===== src/rtl/uart_core.sv =====
// uart_core: full-duplex UART with a mid-bit sampling receiver and a FIFO-fed transmitter.
module uart_core #(
    parameter int CLKS_PER_BIT  = 234,
    parameter int DATA_BITS     = 8,
    parameter int PARITY        = 0,
    parameter int STOP_BITS     = 1,
    parameter int TX_FIFO_DEPTH = 4
) (
    input  logic                             clk,
    input  logic                             rst,
    input  logic                             uart_rx,
    output logic                             uart_tx,
    input  logic [DATA_BITS-1:0]             tx_data,
    input  logic                             tx_valid,
    output logic                             tx_ready,
    output logic                             tx_busy,
    output logic [$clog2(TX_FIFO_DEPTH):0]   tx_level,
    output logic [DATA_BITS-1:0]             rx_data,
    output logic                             rx_valid,
    output logic                             rx_parity_err,
    output logic                             rx_frame_err
);
    localparam int AW = $clog2(TX_FIFO_DEPTH);
    localparam int LW = AW + 1;
    localparam int CW = $clog2(STOP_BITS * CLKS_PER_BIT);
    localparam int BW = $clog2(DATA_BITS);
    localparam logic [CW-1:0] BIT_END  = CW'(CLKS_PER_BIT - 1);
    localparam logic [CW-1:0] HALF_END = CW'(CLKS_PER_BIT / 2 - 1);
    localparam logic [CW-1:0] STOP_END = CW'(STOP_BITS * CLKS_PER_BIT - 1);
    localparam logic [BW-1:0] LAST_BIT = BW'(DATA_BITS - 1);

    typedef enum logic [2:0] {R_IDLE, R_START, R_DATA, R_PARITY, R_STOP, R_WAIT} rx_state_t;
    typedef enum logic [2:0] {T_IDLE, T_START, T_DATA, T_PARITY, T_STOP} tx_state_t;

    rx_state_t rx_state, rx_next;
    logic rx_meta, rx_s, rx_par, rx_tick;
    logic [CW-1:0] rx_cnt;
    logic [BW-1:0] rx_bit;
    logic [DATA_BITS-1:0] rx_sh;

    always_ff @(posedge clk or posedge rst)
        if (rst) {rx_meta, rx_s} <= 2'b11;
        else {rx_meta, rx_s} <= {uart_rx, rx_meta};

    // start bit is probed at half a bit, every later sample one full bit apart
    assign rx_tick = rx_cnt == (rx_state == R_START ? HALF_END : BIT_END);

    always_ff @(posedge clk or posedge rst)
        if (rst) rx_state <= R_IDLE;
        else rx_state <= rx_next;

    always_comb begin
        rx_next = rx_state;
        case (rx_state)
            R_IDLE:   if (!rx_s) rx_next = R_START;
            R_START:  if (rx_tick) rx_next = rx_s ? R_IDLE : R_DATA;
            R_DATA:   if (rx_tick && rx_bit == LAST_BIT) rx_next = PARITY != 0 ? R_PARITY : R_STOP;
            R_PARITY: if (rx_tick) rx_next = R_STOP;
            R_STOP:   if (rx_tick) rx_next = rx_s ? R_IDLE : R_WAIT;
            R_WAIT:   if (rx_s) rx_next = R_IDLE;
            default:  rx_next = R_IDLE;
        endcase
    end

    always_ff @(posedge clk or posedge rst)
        if (rst) begin
            rx_cnt <= '0; rx_bit <= '0; rx_sh <= '0; rx_par <= 1'b0;
            rx_data <= '0; rx_valid <= 1'b0; rx_parity_err <= 1'b0; rx_frame_err <= 1'b0;
        end else begin
            rx_valid <= 1'b0;
            rx_cnt <= (rx_state == R_IDLE || rx_state == R_WAIT || rx_tick) ? '0 : rx_cnt + 1'b1;
            if (rx_state == R_START) rx_bit <= '0;
            if (rx_tick && rx_state == R_DATA) begin
                rx_sh <= {rx_s, rx_sh[DATA_BITS-1:1]};
                rx_bit <= rx_bit + 1'b1;
            end
            if (rx_tick && rx_state == R_PARITY) rx_par <= rx_s;
            if (rx_tick && rx_state == R_STOP) begin
                rx_valid <= 1'b1;
                rx_data <= rx_sh;
                rx_frame_err <= !rx_s;
                rx_parity_err <= PARITY == 1 ? !(^rx_sh ^ rx_par) : PARITY == 2 ? (^rx_sh ^ rx_par) : 1'b0;
            end
        end

    tx_state_t tx_state, tx_next;
    logic [DATA_BITS-1:0] fifo [TX_FIFO_DEPTH];
    logic [AW-1:0] wr_ptr, rd_ptr;
    logic [CW-1:0] tx_cnt;
    logic [BW-1:0] tx_bit;
    logic [DATA_BITS-1:0] tx_sh;
    logic tx_par, tx_tick, push, pop, tx_line, fifo_empty;

    assign fifo_empty = tx_level == '0;
    assign tx_ready = !tx_level[AW];
    assign push = tx_valid && tx_ready;
    assign tx_tick = tx_cnt == (tx_state == T_STOP ? STOP_END : BIT_END);
    assign pop = !fifo_empty && (tx_state == T_IDLE || (tx_state == T_STOP && tx_tick));
    assign tx_line = tx_state == T_START ? 1'b0 : tx_state == T_DATA ? tx_sh[0] : tx_state == T_PARITY ? tx_par : 1'b1;

    always_ff @(posedge clk or posedge rst)
        if (rst) tx_state <= T_IDLE;
        else tx_state <= tx_next;

    always_comb begin
        tx_next = tx_state;
        case (tx_state)
            T_IDLE:   if (!fifo_empty) tx_next = T_START;
            T_START:  if (tx_tick) tx_next = T_DATA;
            T_DATA:   if (tx_tick && tx_bit == LAST_BIT) tx_next = PARITY != 0 ? T_PARITY : T_STOP;
            T_PARITY: if (tx_tick) tx_next = T_STOP;
            T_STOP:   if (tx_tick) tx_next = fifo_empty ? T_IDLE : T_START;
            default:  tx_next = T_IDLE;
        endcase
    end

    always_ff @(posedge clk)
        if (push) fifo[wr_ptr] <= tx_data;

    // uart_tx and tx_busy are registered, so both trail the FSM state by one cycle
    always_ff @(posedge clk or posedge rst)
        if (rst) begin
            wr_ptr <= '0; rd_ptr <= '0; tx_level <= '0; tx_cnt <= '0; tx_bit <= '0;
            tx_sh <= '0; tx_par <= 1'b0; uart_tx <= 1'b1; tx_busy <= 1'b0;
        end else begin
            wr_ptr <= wr_ptr + AW'(push);
            rd_ptr <= rd_ptr + AW'(pop);
            tx_level <= tx_level + LW'(push) - LW'(pop);
            tx_cnt <= (tx_state == T_IDLE || tx_tick) ? '0 : tx_cnt + 1'b1;
            if (pop) begin
                tx_sh <= fifo[rd_ptr];
                tx_par <= (PARITY == 1) ^ (^fifo[rd_ptr]);
                tx_bit <= '0;
            end else if (tx_tick && tx_state == T_DATA) begin
                tx_sh <= tx_sh >> 1;
                tx_bit <= tx_bit + 1'b1;
            end
            uart_tx <= tx_line;
            tx_busy <= tx_state != T_IDLE || !fifo_empty;
        end
endmodule


===== config.mk =====
export PLATFORM = sky130hd
export DESIGN_NAME = uart_core
export DESIGN_NICKNAME = d
export VERILOG_FILES = /design/src/rtl/uart_core.sv
export SDC_FILE = /design/constraint.sdc
export NUM_CORES = 1
export LEC_CHECK = 0
export CAP_MARGIN = 20
export CORE_AREA = 2 2 187 97
export DETAILED_ROUTE_END_ITERATION = 10
export DIE_AREA = 0 0 189 99
export GPL_TIMING_DRIVEN = 1
export HOLD_SLACK_MARGIN = 0.05
export PLACE_DENSITY_LB_ADDON = 0.12
export SYNTH_ARGS = -nofsm -noshare
export SYNTH_HDL_FRONTEND = slang
export SYNTH_SLANG_ARGS = --single-unit

===== constraint.sdc =====
create_clock -name clk -period 4.1 [get_ports clk]
set_input_delay 1.025 -clock clk [delete_from_list [all_inputs] [get_ports clk]]
set_output_delay 1.025 -clock clk [all_outputs]
set_load 0.02 [all_outputs]

==> flow_results.xml <==
<?xml version="1.0" encoding="UTF-8"?>
<metrics>
  <group name="critical_path">
    <metric name="reg2reg_to" unit="">tx_level[2]</metric>
    <metric name="cp_max_fanout" unit="">7</metric>
    <metric name="timing.critical_path.arrival" unit="ns">2.94</metric>
    <metric name="r2r_cells" unit="">11</metric>
    <metric name="family_of_cells_with_the_greatest_summed_delay_on_the_critical_path" unit="">adder cells</metric>
    <metric name="timing.setup.critical_path_class" unit="">flop to flop</metric>
    <metric name="crit_slowest_cell" unit="">or4_4</metric>
    <metric name="worst-path-buf-inv" unit="">2</metric>
    <metric name="startpoint_type" unit="">flop</metric>
    <metric name="crit_path_max_incr_delay" unit="ns">0.49</metric>
    <metric name="cp.required" unit="ns">4.32</metric>
    <metric name="crit_path_cell_trace" unit="">inv_1 &gt; ha_1 &gt; nand3b_1 &gt; or4_4 &gt; a2111oi_4 &gt; xor2_1 &gt; ha_1 &gt; inv_1 &gt; fa_1 &gt; xnor2_1 &gt; xnor2_1</metric>
    <metric name="setup.worst_path.end_class" unit="">flop</metric>
    <metric name="setup.reg_to_reg.worst_slack" unit="ns">1.38</metric>
    <metric name="reg2reg_from" unit="">tx_cnt[1]</metric>
  </group>
  <group name="timing">
    <metric name="setup-violations-final" unit="">0</metric>
    <metric name="setup_slack" unit="ns">1.383</metric>
    <metric name="hold_slack" unit="ns">0.3579</metric>
    <metric name="setup_repair_after_global_routing_missed_its_margin" unit="">no</metric>
    <metric name="slew_violations" unit="">0</metric>
    <metric name="max-slew-margin-rel" unit="%">36.39</metric>
    <metric name="worst_slew_pin_slew" unit="ns">0.9461</metric>
    <metric name="finalCriticalPeriod" unit="ns">2.717</metric>
    <metric name="skew" unit="ns">0.01145</metric>
    <metric name="timing.setup.tns" unit="ns">0</metric>
    <metric name="fmax" unit="MHz">368.0</metric>
    <metric name="post-route-period-util" unit="%">66.27</metric>
    <metric name="hold_violations" unit="">0</metric>
  </group>
  <group name="floorplanning">
    <metric name="core_area" unit="sq mm">0.01706</metric>
    <metric name="die_width" unit="microns">189</metric>
    <metric name="starting_density" unit="%">24.64</metric>
    <metric name="die_area" unit="sq mm">0.01871</metric>
    <metric name="ioPinCount" unit="">29</metric>
    <metric name="placement_rows" unit="">34</metric>
    <metric name="die_boundary_height" unit="microns">99</metric>
  </group>
  <group name="logic_synthesis">
    <metric name="synth-seq-cells" unit="">98</metric>
    <metric name="synth.yosys.warnings" unit="">0</metric>
    <metric name="post_synth_inst_count" unit="">308</metric>
    <metric name="synth_ff_type" unit="">dfrtp_1</metric>
    <metric name="syn-mean-instance-area" unit="sq um">13.65</metric>
    <metric name="synth_nets" unit="">330</metric>
    <metric name="yosysUniqueCellTypes" unit="">50</metric>
    <metric name="post_synthesis_instance_area" unit="sq mm">0.004203</metric>
    <metric name="synth_enable_flop_cells" unit="">32</metric>
    <metric name="synthArstFlopShare" unit="%">67.35</metric>
    <metric name="post_synthesis_sequential_area_ratio" unit="%">62.25</metric>
  </group>
  <group name="clock_tree">
    <metric name="cts-buffers-inserted" unit="">9</metric>
    <metric name="tritoncts_num_sinks" unit="">98</metric>
    <metric name="clock_tree.buffer_depth" unit="">2</metric>
    <metric name="cts_hold_repair.buffers" unit="">0</metric>
    <metric name="post_cts_buffers" unit="">0</metric>
    <metric name="worst_setup_hold_path_clk_slew" unit="ns">0.07</metric>
    <metric name="post_cts_resize_count" unit="">0</metric>
    <metric name="htree_num_levels" unit="">3</metric>
    <metric name="cts_tree" unit="">done</metric>
    <metric name="root_buffer_master" unit="">clkbuf_16</metric>
    <metric name="clk_latency" unit="ns">0.34</metric>
  </group>
  <group name="grt">
    <metric name="globalRouteOverflowTotal" unit="">0</metric>
    <metric name="first_global_vias" unit="">2390</metric>
    <metric name="grt_max_degree" unit="">38</metric>
    <metric name="global_route.usage.total" unit="%">9.423</metric>
    <metric name="global_route_wire_length_before_repair" unit="microns">13470</metric>
    <metric name="antenna_violations_before_repair" unit="">0</metric>
  </group>
  <group name="worst_hold_path">
    <metric name="worst_min_delay_path_endpoint" unit="">rx_s</metric>
    <metric name="hold_start" unit="">rx_meta</metric>
    <metric name="hold-path-cell-count" unit="">0</metric>
    <metric name="worst_hold_path_type" unit="">flop to flop</metric>
  </group>
  <group name="routing">
    <metric name="drt_pre_antenna_iters" unit="">4</metric>
    <metric name="avgViaCountPerCell" unit="">4.014</metric>
    <metric name="route.detailed.drc" unit="">0</metric>
    <metric name="finalWirelength" unit="microns">8032</metric>
    <metric name="final_antenna_net_count" unit="">0</metric>
    <metric name="drt_iter0_drcs" unit="">133</metric>
    <metric name="route.vias.total" unit="">2316</metric>
    <metric name="wire_per_inst" unit="microns">13.92</metric>
  </group>
  <group name="placed_design">
    <metric name="detailed_place_hpwl" unit="microns">5542</metric>
    <metric name="place.gp.congestion" unit="">0.6819</metric>
    <metric name="preCtsSetupSlack" unit="ns">0.9838</metric>
    <metric name="placement.io_buffers" unit="">27</metric>
  </group>
  <group name="power">
    <metric name="design_power_total" unit="mW">2.809</metric>
    <metric name="netSwitchingFraction" unit="%">30.88</metric>
    <metric name="p_int" unit="mW">1.942</metric>
    <metric name="power.density_cell_area" unit="mW/mm^2">558.7</metric>
    <metric name="worst_ir_drop_vdd" unit="mV">0.1885</metric>
    <metric name="comb_power_share" unit="%">23.7</metric>
    <metric name="power.share.sequential" unit="%">47.3</metric>
    <metric name="p_switching" unit="mW">0.8673</metric>
    <metric name="cellLeakagePower" unit="nW">2.006</metric>
    <metric name="power.clock.fraction" unit="%">29.0</metric>
  </group>
  <group name="layout">
    <metric name="areaGrowthSynthToFinish" unit="%">19.62</metric>
    <metric name="post_route_cells_drive_above_1_share" unit="%">16.91</metric>
    <metric name="antenna_cells" unit="">0</metric>
    <metric name="number_of_fillers_in_the_final_layout" unit="">1695</metric>
    <metric name="most_common_library_cell_in_the_layout_ignoring_fill_and_taps" unit="">dfrtp_1</metric>
    <metric name="most-common-layout-cells" unit="">63 x dfrtp_1, 32 x edfxtp_1, 27 x nor2_1, 27 x clkdlybuf4s50_1, 25 x nand2_1</metric>
    <metric name="nets" unit="">360</metric>
  </group>
  <group name="flow_run">
    <metric name="number_of_maximum_capacitance_violations" unit="">0</metric>
  </group>
  <group name="outcome">
    <metric name="status" unit="">completed</metric>
  </group>
</metrics>
## per-layer routing
metal  vias to the layer above  wire, microns  GRT usage [%]
met5                         -              0              0
met4                         0             41          1.983
met3                         4            317          3.241
met2                        32           3143          11.72
met1                      1147           4529          15.08
li1                       1133              -              -
## how the worst max path moves through the flow
stage / startpoint / endpoint / slack (ns) / depth (start not counted)
5_1_grt: tx_cnt[1] / tx_level[2] / 1.16 / 11
3_3_place_gp: tx_valid / tx_level[2] / 1.00 / 8
6_report: tx_cnt[1] / tx_level[2] / 1.38 / 11
2_1_floorplan: tx_cnt[1] / tx_level[2] / 1.23 / 12
3_5_place_dp: tx_valid / tx_level[2] / 0.98 / 8
4_1_cts: tx_valid / tx_level[2] / 1.35 / 8
## through the flow
stage / cells / area [sq um] / utilization, %
after global routing: 577 / 5027 / 29.47
after CTS: 576 / 5020 / 29.43
after floorplan: 308 / 4203 / -
after global placement: 560 / 4732 / 27.74
after detailed placement: 560 / 4732 / 27.74
final: 577 / 5027 / 29.47
## power by group through the flow
stage	sequential (mW)	combinational [mW]	clock, mW
6_report	1.33	0.666	0.815
4_1_cts	1.33	0.681	0.848
5_1_grt	1.36	0.737	0.890
3_3_place_gp	1.35	0.679	0
3_5_place_dp	1.35	0.680	0
2_1_floorplan	1.29	0.530	0
## layout make-up
| cell class | instances | area [sq um] | area share [%] |
|---|---|---|---|
| Sequential cell | 98 | 2616 | 52.04 |
| Clock buffer | 9 | 225.2 | 4.480 |
| Inverter | 11 | 41.29 | 0.8213 |
| Clock inverter | 7 | 62.56 | 1.244 |
| Multi-Input combinational cell | 186 | 1469 | 29.22 |
| Tap cell | 234 | 292.8 | 5.824 |
| Timing Repair Buffer | 32 | 320.3 | 6.371 |
## state kept, by name, indices dropped and copies added (netlist names), 3 cells and up
| register | count |
|---|---|
| fifo | 32 |
| tx_sh | 8 |
| tx_bit | 3 |
| rx_state | 3 |
| rx_bit | 3 |
| tx_level | 3 |
| tx_cnt | 8 |
| rx_sh | 8 |
| tx_state | 3 |
| rx_cnt | 8 |
| rx_data | 8 |
## logic make-up after synthesis
| family | count (synthesis) | synth area share [%] |
|---|---|---|
| other | 1 | 0.08923 |
| XOR/XNOR | 27 | 5.627 |
| flip-flops | 98 | 62.25 |
| adder cells (fa/ha/maj) | 10 | 3.156 |
| buffers and inverters | 24 | 2.947 |
| AND/OR/NAND/NOR | 86 | 10.06 |
| AO/OA/AOI/OAI | 28 | 4.912 |
| multiplexers | 34 | 10.96 |
## cells in the mapped netlist, types with 4 or more instances
cell | instances | area [sq um]
clkbuf_1 | 5 | 18.77
mux2_2 | 16 | 180.2
nor2_1 | 27 | 101.4
xor2_1 | 9 | 78.83
mux4_2 | 8 | 180.2
nand3_1 | 8 | 40.04
o21ai_1 | 9 | 45.04
dfrtp_1 | 63 | 1577
nand2_1 | 25 | 93.84
nor2b_1 | 4 | 25.02
edfxtp_1 | 32 | 960.9
o21ai_0 | 4 | 20.02
ha_1 | 9 | 112.6
inv_1 | 10 | 37.54
mux2i_1 | 10 | 100.1
xnor2_1 | 18 | 157.7
and3_1 | 4 | 25.02
Note: power is estimated with default switching activity, not from simulation.
==> variant 1: new RTL, config.mk and constraints unchanged <==
`TX_FIFO_DEPTH`: 4 -> 8.
--- a/src/rtl/uart_core.sv
+++ b/src/rtl/uart_core.sv
@@ -4,7 +4,7 @@
     parameter int DATA_BITS     = 8,
     parameter int PARITY        = 0,
     parameter int STOP_BITS     = 1,
-    parameter int TX_FIFO_DEPTH = 4
+    parameter int TX_FIFO_DEPTH = 8
 ) (
     input  logic                             clk,
     input  logic                             rst,
Ports: changed (resized tx_level); port bits go from 29 to 30. The function was not compared with the original's and may differ.
==> variant 1 against the unedited design <==
- worst setup slack got worse by 320 ps
- count of clock-buffer cells in the layout grew 8
- die area stayed put
- power is 4.9% higher
- synthesized area up 34%
- non-clock buffer count grew 8
- sequential cell count rose by 35
- wire length is 32% higher
- critical path type unchanged
- cell area increased by 34%
- clock skew decreased by 3.2 ps
==> variant 1: results <==
group,metric,value,unit
routing,wl,10600,µm
routing,met3_length,519,µm
timing,skew,8.25,ps
global_routing,grt_start_max_net_pins,35,
global_routing,grt_pass1_wl,17500,µm
cts,worstSkewPairLatency,420,ps
setup_path,cp-startpoint,"rx_state[0]",
place,dp_slack,955,ps
routing,met2_length,3990,µm
power,comb-power,48.6,µW
synth,yosysTopAreaCellShare,34.2,%
final_layout,nFillCells,1582,
synth,synthTopCellsByArea,"edfxtp_1 34%, dfrtp_1 29%, mux4_2 6.4%",
setup_path,crit_fanout,13,
timing,tightest_slew,849,ps
power,max-vdd-ir-drop,306,µV
cts,cts_max_level,4,
worst_hold_path,min_from,"rx_meta",
synth,netlist_instances,375,
power,p_leak,0.00261,µW
global_routing,grtUsageMet2,15.1,%
final_layout,largest_register_ffs,64,
power,p_switching,665,µW
final_layout,drive_gt1_share,21.2,%
run_status,status,"complete, no violations",
cts,cts_buffers,17,
routing,wl_met1,5990,µm
place,gp_congestion,0.710,
place,placed_cells,632,
synth,synthArstFlopShare,51.9,%
place,portBuffers,28,
synth,synth_cell_types,46,
setup_path,crit_slowest_cell,"nor3b_4",
synth,synth_edf_count,64,
global_routing,grt_use_total,12.7,%
place,hpwlAfterDp,7130,µm
power,pg_clk,1480,µW
setup_path,worst_path_dominant_cell_family,"simple AND/OR/NAND/NOR gates",
routing,drt_iter0_drc,173,
routing,vias,3038,
synth,ys_top_cells_by_count,"66 x dfrtp_1, 64 x edfxtp_1, 31 x nor2_1, 25 x nand2_1",
setup_path,arrival,3350,ps
global_routing,gr-usage-met1,20.5,%
global_routing,use_met3,4.10,%
final_layout,nNetsFinal,444,
final_layout,final-instance-count-excl-fill,664,
[variant 1: cell types whose count changed after synthesis, moves of 4 or more]
| cell | unedited run | this run |
|---|---|---|
| nor2_1 | 27 | 31 |
| o21ai_1 | 9 | 0 |
| nand2b_1 | 2 | 6 |
| nand3b_1 | 1 | 6 |
| ha_1 | 9 | 14 |
| edfxtp_1 | 32 | 64 |
| mux4_2 | 8 | 16 |
| clkbuf_1 | 5 | 9 |
| o21ai_0 | 4 | 17 |
| mux2_4 | 0 | 5 |
[variant 1: cell type report]
type | count | area [µm²] | area share (%)
flip-flops and latches | 133 | 3650 | 54.0
clock inverters | 15 | 146 | 2.17
well taps | 234 | 293 | 4.33
inverters | 8 | 30.0 | 0.444
clock buffers | 17 | 425 | 6.29
repair buffers | 40 | 370 | 5.48
multi-input cells | 217 | 1840 | 27.3
[variant 1: cell families after synthesis]
group	after synthesis	synth area share, %
simple gates	96	8.66
flops	133	65.0
buf+inv	25	2.16
xor+xnor	25	3.90
other cells	1	0.0668
mux	51	13.5
fa+ha+maj	15	3.47
compound gates	29	3.23
[variant 1: path summary, 6_finish.rpt]
path	depth (start not counted)	endpoint	slack [ps]
min in group asynchronous	2	tx_level[2]	880
worst max-delay path	5	rx_sh[4]	1060
worst min-delay path	0	rx_s	360
max in group asynchronous	3	rx_s	2440
worst max register to register	5	rx_sh[4]	1060
worst min register to register	0	rx_s	360
[variant 1: through the flow]
stage	power, µW	utilization, %	hold slack (ps)	area (µm²)
detailed placement	1500	36.3	350	6190
CTS	2990	39.6	362	6760
global placement	1500	36.3	351	6190
global route	3060	39.6	366	6760
floorplan	1470	-	345	5620
finish	2950	39.6	359	6760
==> variant 2: new RTL, config.mk and constraints unchanged <==
Without the edit above. The 6 states of `rx_state_t` get a one-hot encoding in 6 bits.
--- a/src/rtl/uart_core.sv
+++ b/src/rtl/uart_core.sv
@@ -29,7 +29,7 @@
     localparam logic [CW-1:0] STOP_END = CW'(STOP_BITS * CLKS_PER_BIT - 1);
     localparam logic [BW-1:0] LAST_BIT = BW'(DATA_BITS - 1);
 
-    typedef enum logic [2:0] {R_IDLE, R_START, R_DATA, R_PARITY, R_STOP, R_WAIT} rx_state_t;
+    typedef enum logic [5:0] {R_IDLE = 6'b000001, R_START = 6'b000010, R_DATA = 6'b000100, R_PARITY = 6'b001000, R_STOP = 6'b010000, R_WAIT = 6'b100000} rx_state_t;
     typedef enum logic [2:0] {T_IDLE, T_START, T_DATA, T_PARITY, T_STOP} tx_state_t;
 
     rx_state_t rx_state, rx_next;
Function: no difference found for any inputs over 10 cycles, from zero or initial values and one cycle with rst high; not proved beyond that.
==> variant 2 against the unedited design <==
- synthesized area increased by 4.3%
- sequential cell count is 2 higher
- power grew 9.1%
- sequential share of layout area shrank 0.46 points
- clock power increased by 0.9%
- wire length is 4.3% higher
- worst setup slack got worse by 310 ps
- sequential power rose by 8%
- critical path type unchanged
- count of clock-buffer cells in the layout rose by 1
- fmax fell by 10%
- cell area increased by 2.9%
- global-route usage grew 0.49 points
==> variant 2: results <==
group,metric,value,unit
run_status,status,"complete, no violations",
timing,tightest_slew,1050,ps
setup_path,crit_fanout,11,
synth,ys_seq_area_share,60.9,%
setup_path,crit_slowest_cell,"nor4b_4",
routing,wl_met1,4720,µm
global_routing,grt_pass1_wl,14300,µm
synth,yosys_warnings,0,
final_layout,final-instance-count-excl-fill,593,
place,gp_congestion,0.692,
cts,cts_buffers,9,
routing,wl_per_cell,14.1,µm
power,max-vdd-ir-drop,205,µV
setup_path,arrival,3260,ps
synth,avgSynthCellArea,13.3,µm²
timing,finalCriticalPeriod,3030,ps
place,dpl-instance-area,4880,µm²
setup_path,slowest_delay,650,ps
timing,whs,357,ps
place,placed_cells,577,
cts,clkTransAtPathRegs,70,ps
final_layout,regMostFlops,"fifo",
power,p_leak,0.00206,µW
routing,highest_layer,"met4",
place,hpwlAfterDp,5800,µm
global_routing,grt_use_total,9.92,%
synth,synthArstFlopShare,68.0,%
global_routing,antenna_found_initial,0,
synth,synth_edf_count,32,
routing,drt_iter0_drc,150,
synth,ys_top_cells_by_count,"64 x dfrtp_1, 32 x edfxtp_1, 28 x nor2_1, 22 x nand2_1, 16 x xnor2_1",
setup_path,worst_path_dominant_cell_family,"simple AND/OR/NAND/NOR gates",
cts,clockBufferDepth,2,
final_layout,largest_register_ffs,32,
synth,synth_cell_types,54,
routing,drt-pass1-iter-count,4,
timing,skew,11.9,ps
routing,met3_length,243,µm
global_routing,grt_pass1_vias,2563,
synth,synthTopCellsByArea,"dfrtp_1 37%, edfxtp_1 22%, mux4_2 4.1%",
routing,vias,2476,
final_layout,drive_gt1_share,13.6,%
global_routing,grt_start_max_net_pins,30,
synth,syn_nets,351,
cts,root_buffer,"clkbuf_16",
routing,met2_length,3350,µm
cts,worstSkewPairLatency,350,ps
setup_path,rrSetupSlack,1070,ps
final_layout,nNetsFinal,376,
## variant 2: cells by family (layout without fill, tap and decap cells)
kind of cell	count (synthesis)	count (layout)	share of synthesized area, %
multiplexers	35	35	10.8
XOR/XNOR	28	28	5.60
adder cells (fa/ha/maj)	10	10	3.03
flip-flops	100	100	60.9
buffers and inverters	28	58	3.23
AND/OR/NAND/NOR	94	94	11.1
other	1	1	0.0856
AO/OA/AOI/OAI	33	33	5.34
## variant 2: cell type report
class                      instances  area (µm²)
fill                            1716       11900
clock buffer                      10         229
inverter                          10        37.5
multi-input combinational        201        1580
clock inverter                     6        58.8
timing repair buffer              32         308
sequential                       100        2670
tap                              234         293
## variant 2: report_power, final
group	total, µW	switching (µW)	leakage [µW]	internal, µW
sequential	1430	199	0.00117	1230
clock	822	397	0.000137	425
combinational	813	399	0.000754	414
total	3060	995	0.00206	2070
## variant 2: layer usage
layer  global-route usage, %  up-vias
li1                        -     1216
met1                    15.0     1233
met2                    13.6       21
met3                    2.85        6
met4                    2.88        0
met5                       0        -
## variant 2: final timing paths
check | end | cells after the start | start
min in group asynchronous | wr_ptr[0] | 2 | rst
setup reg to reg | rx_data[7] | 6 | rx_state[2]
max in group asynchronous | uart_tx | 3 | rst
hold / removal | rx_s | 0 | rx_meta
setup / recovery | rx_data[7] | 6 | rx_state[2]
hold reg to reg | rx_s | 0 | rx_meta
## variant 2: worst register-to-register path: stages (launching register included)
cell,delay [ps]
dfrtp_1,500
or3_4,450
or4_1,520
a211oi_2,190
buf_4,200
nor4b_4,650
mux2_2,410
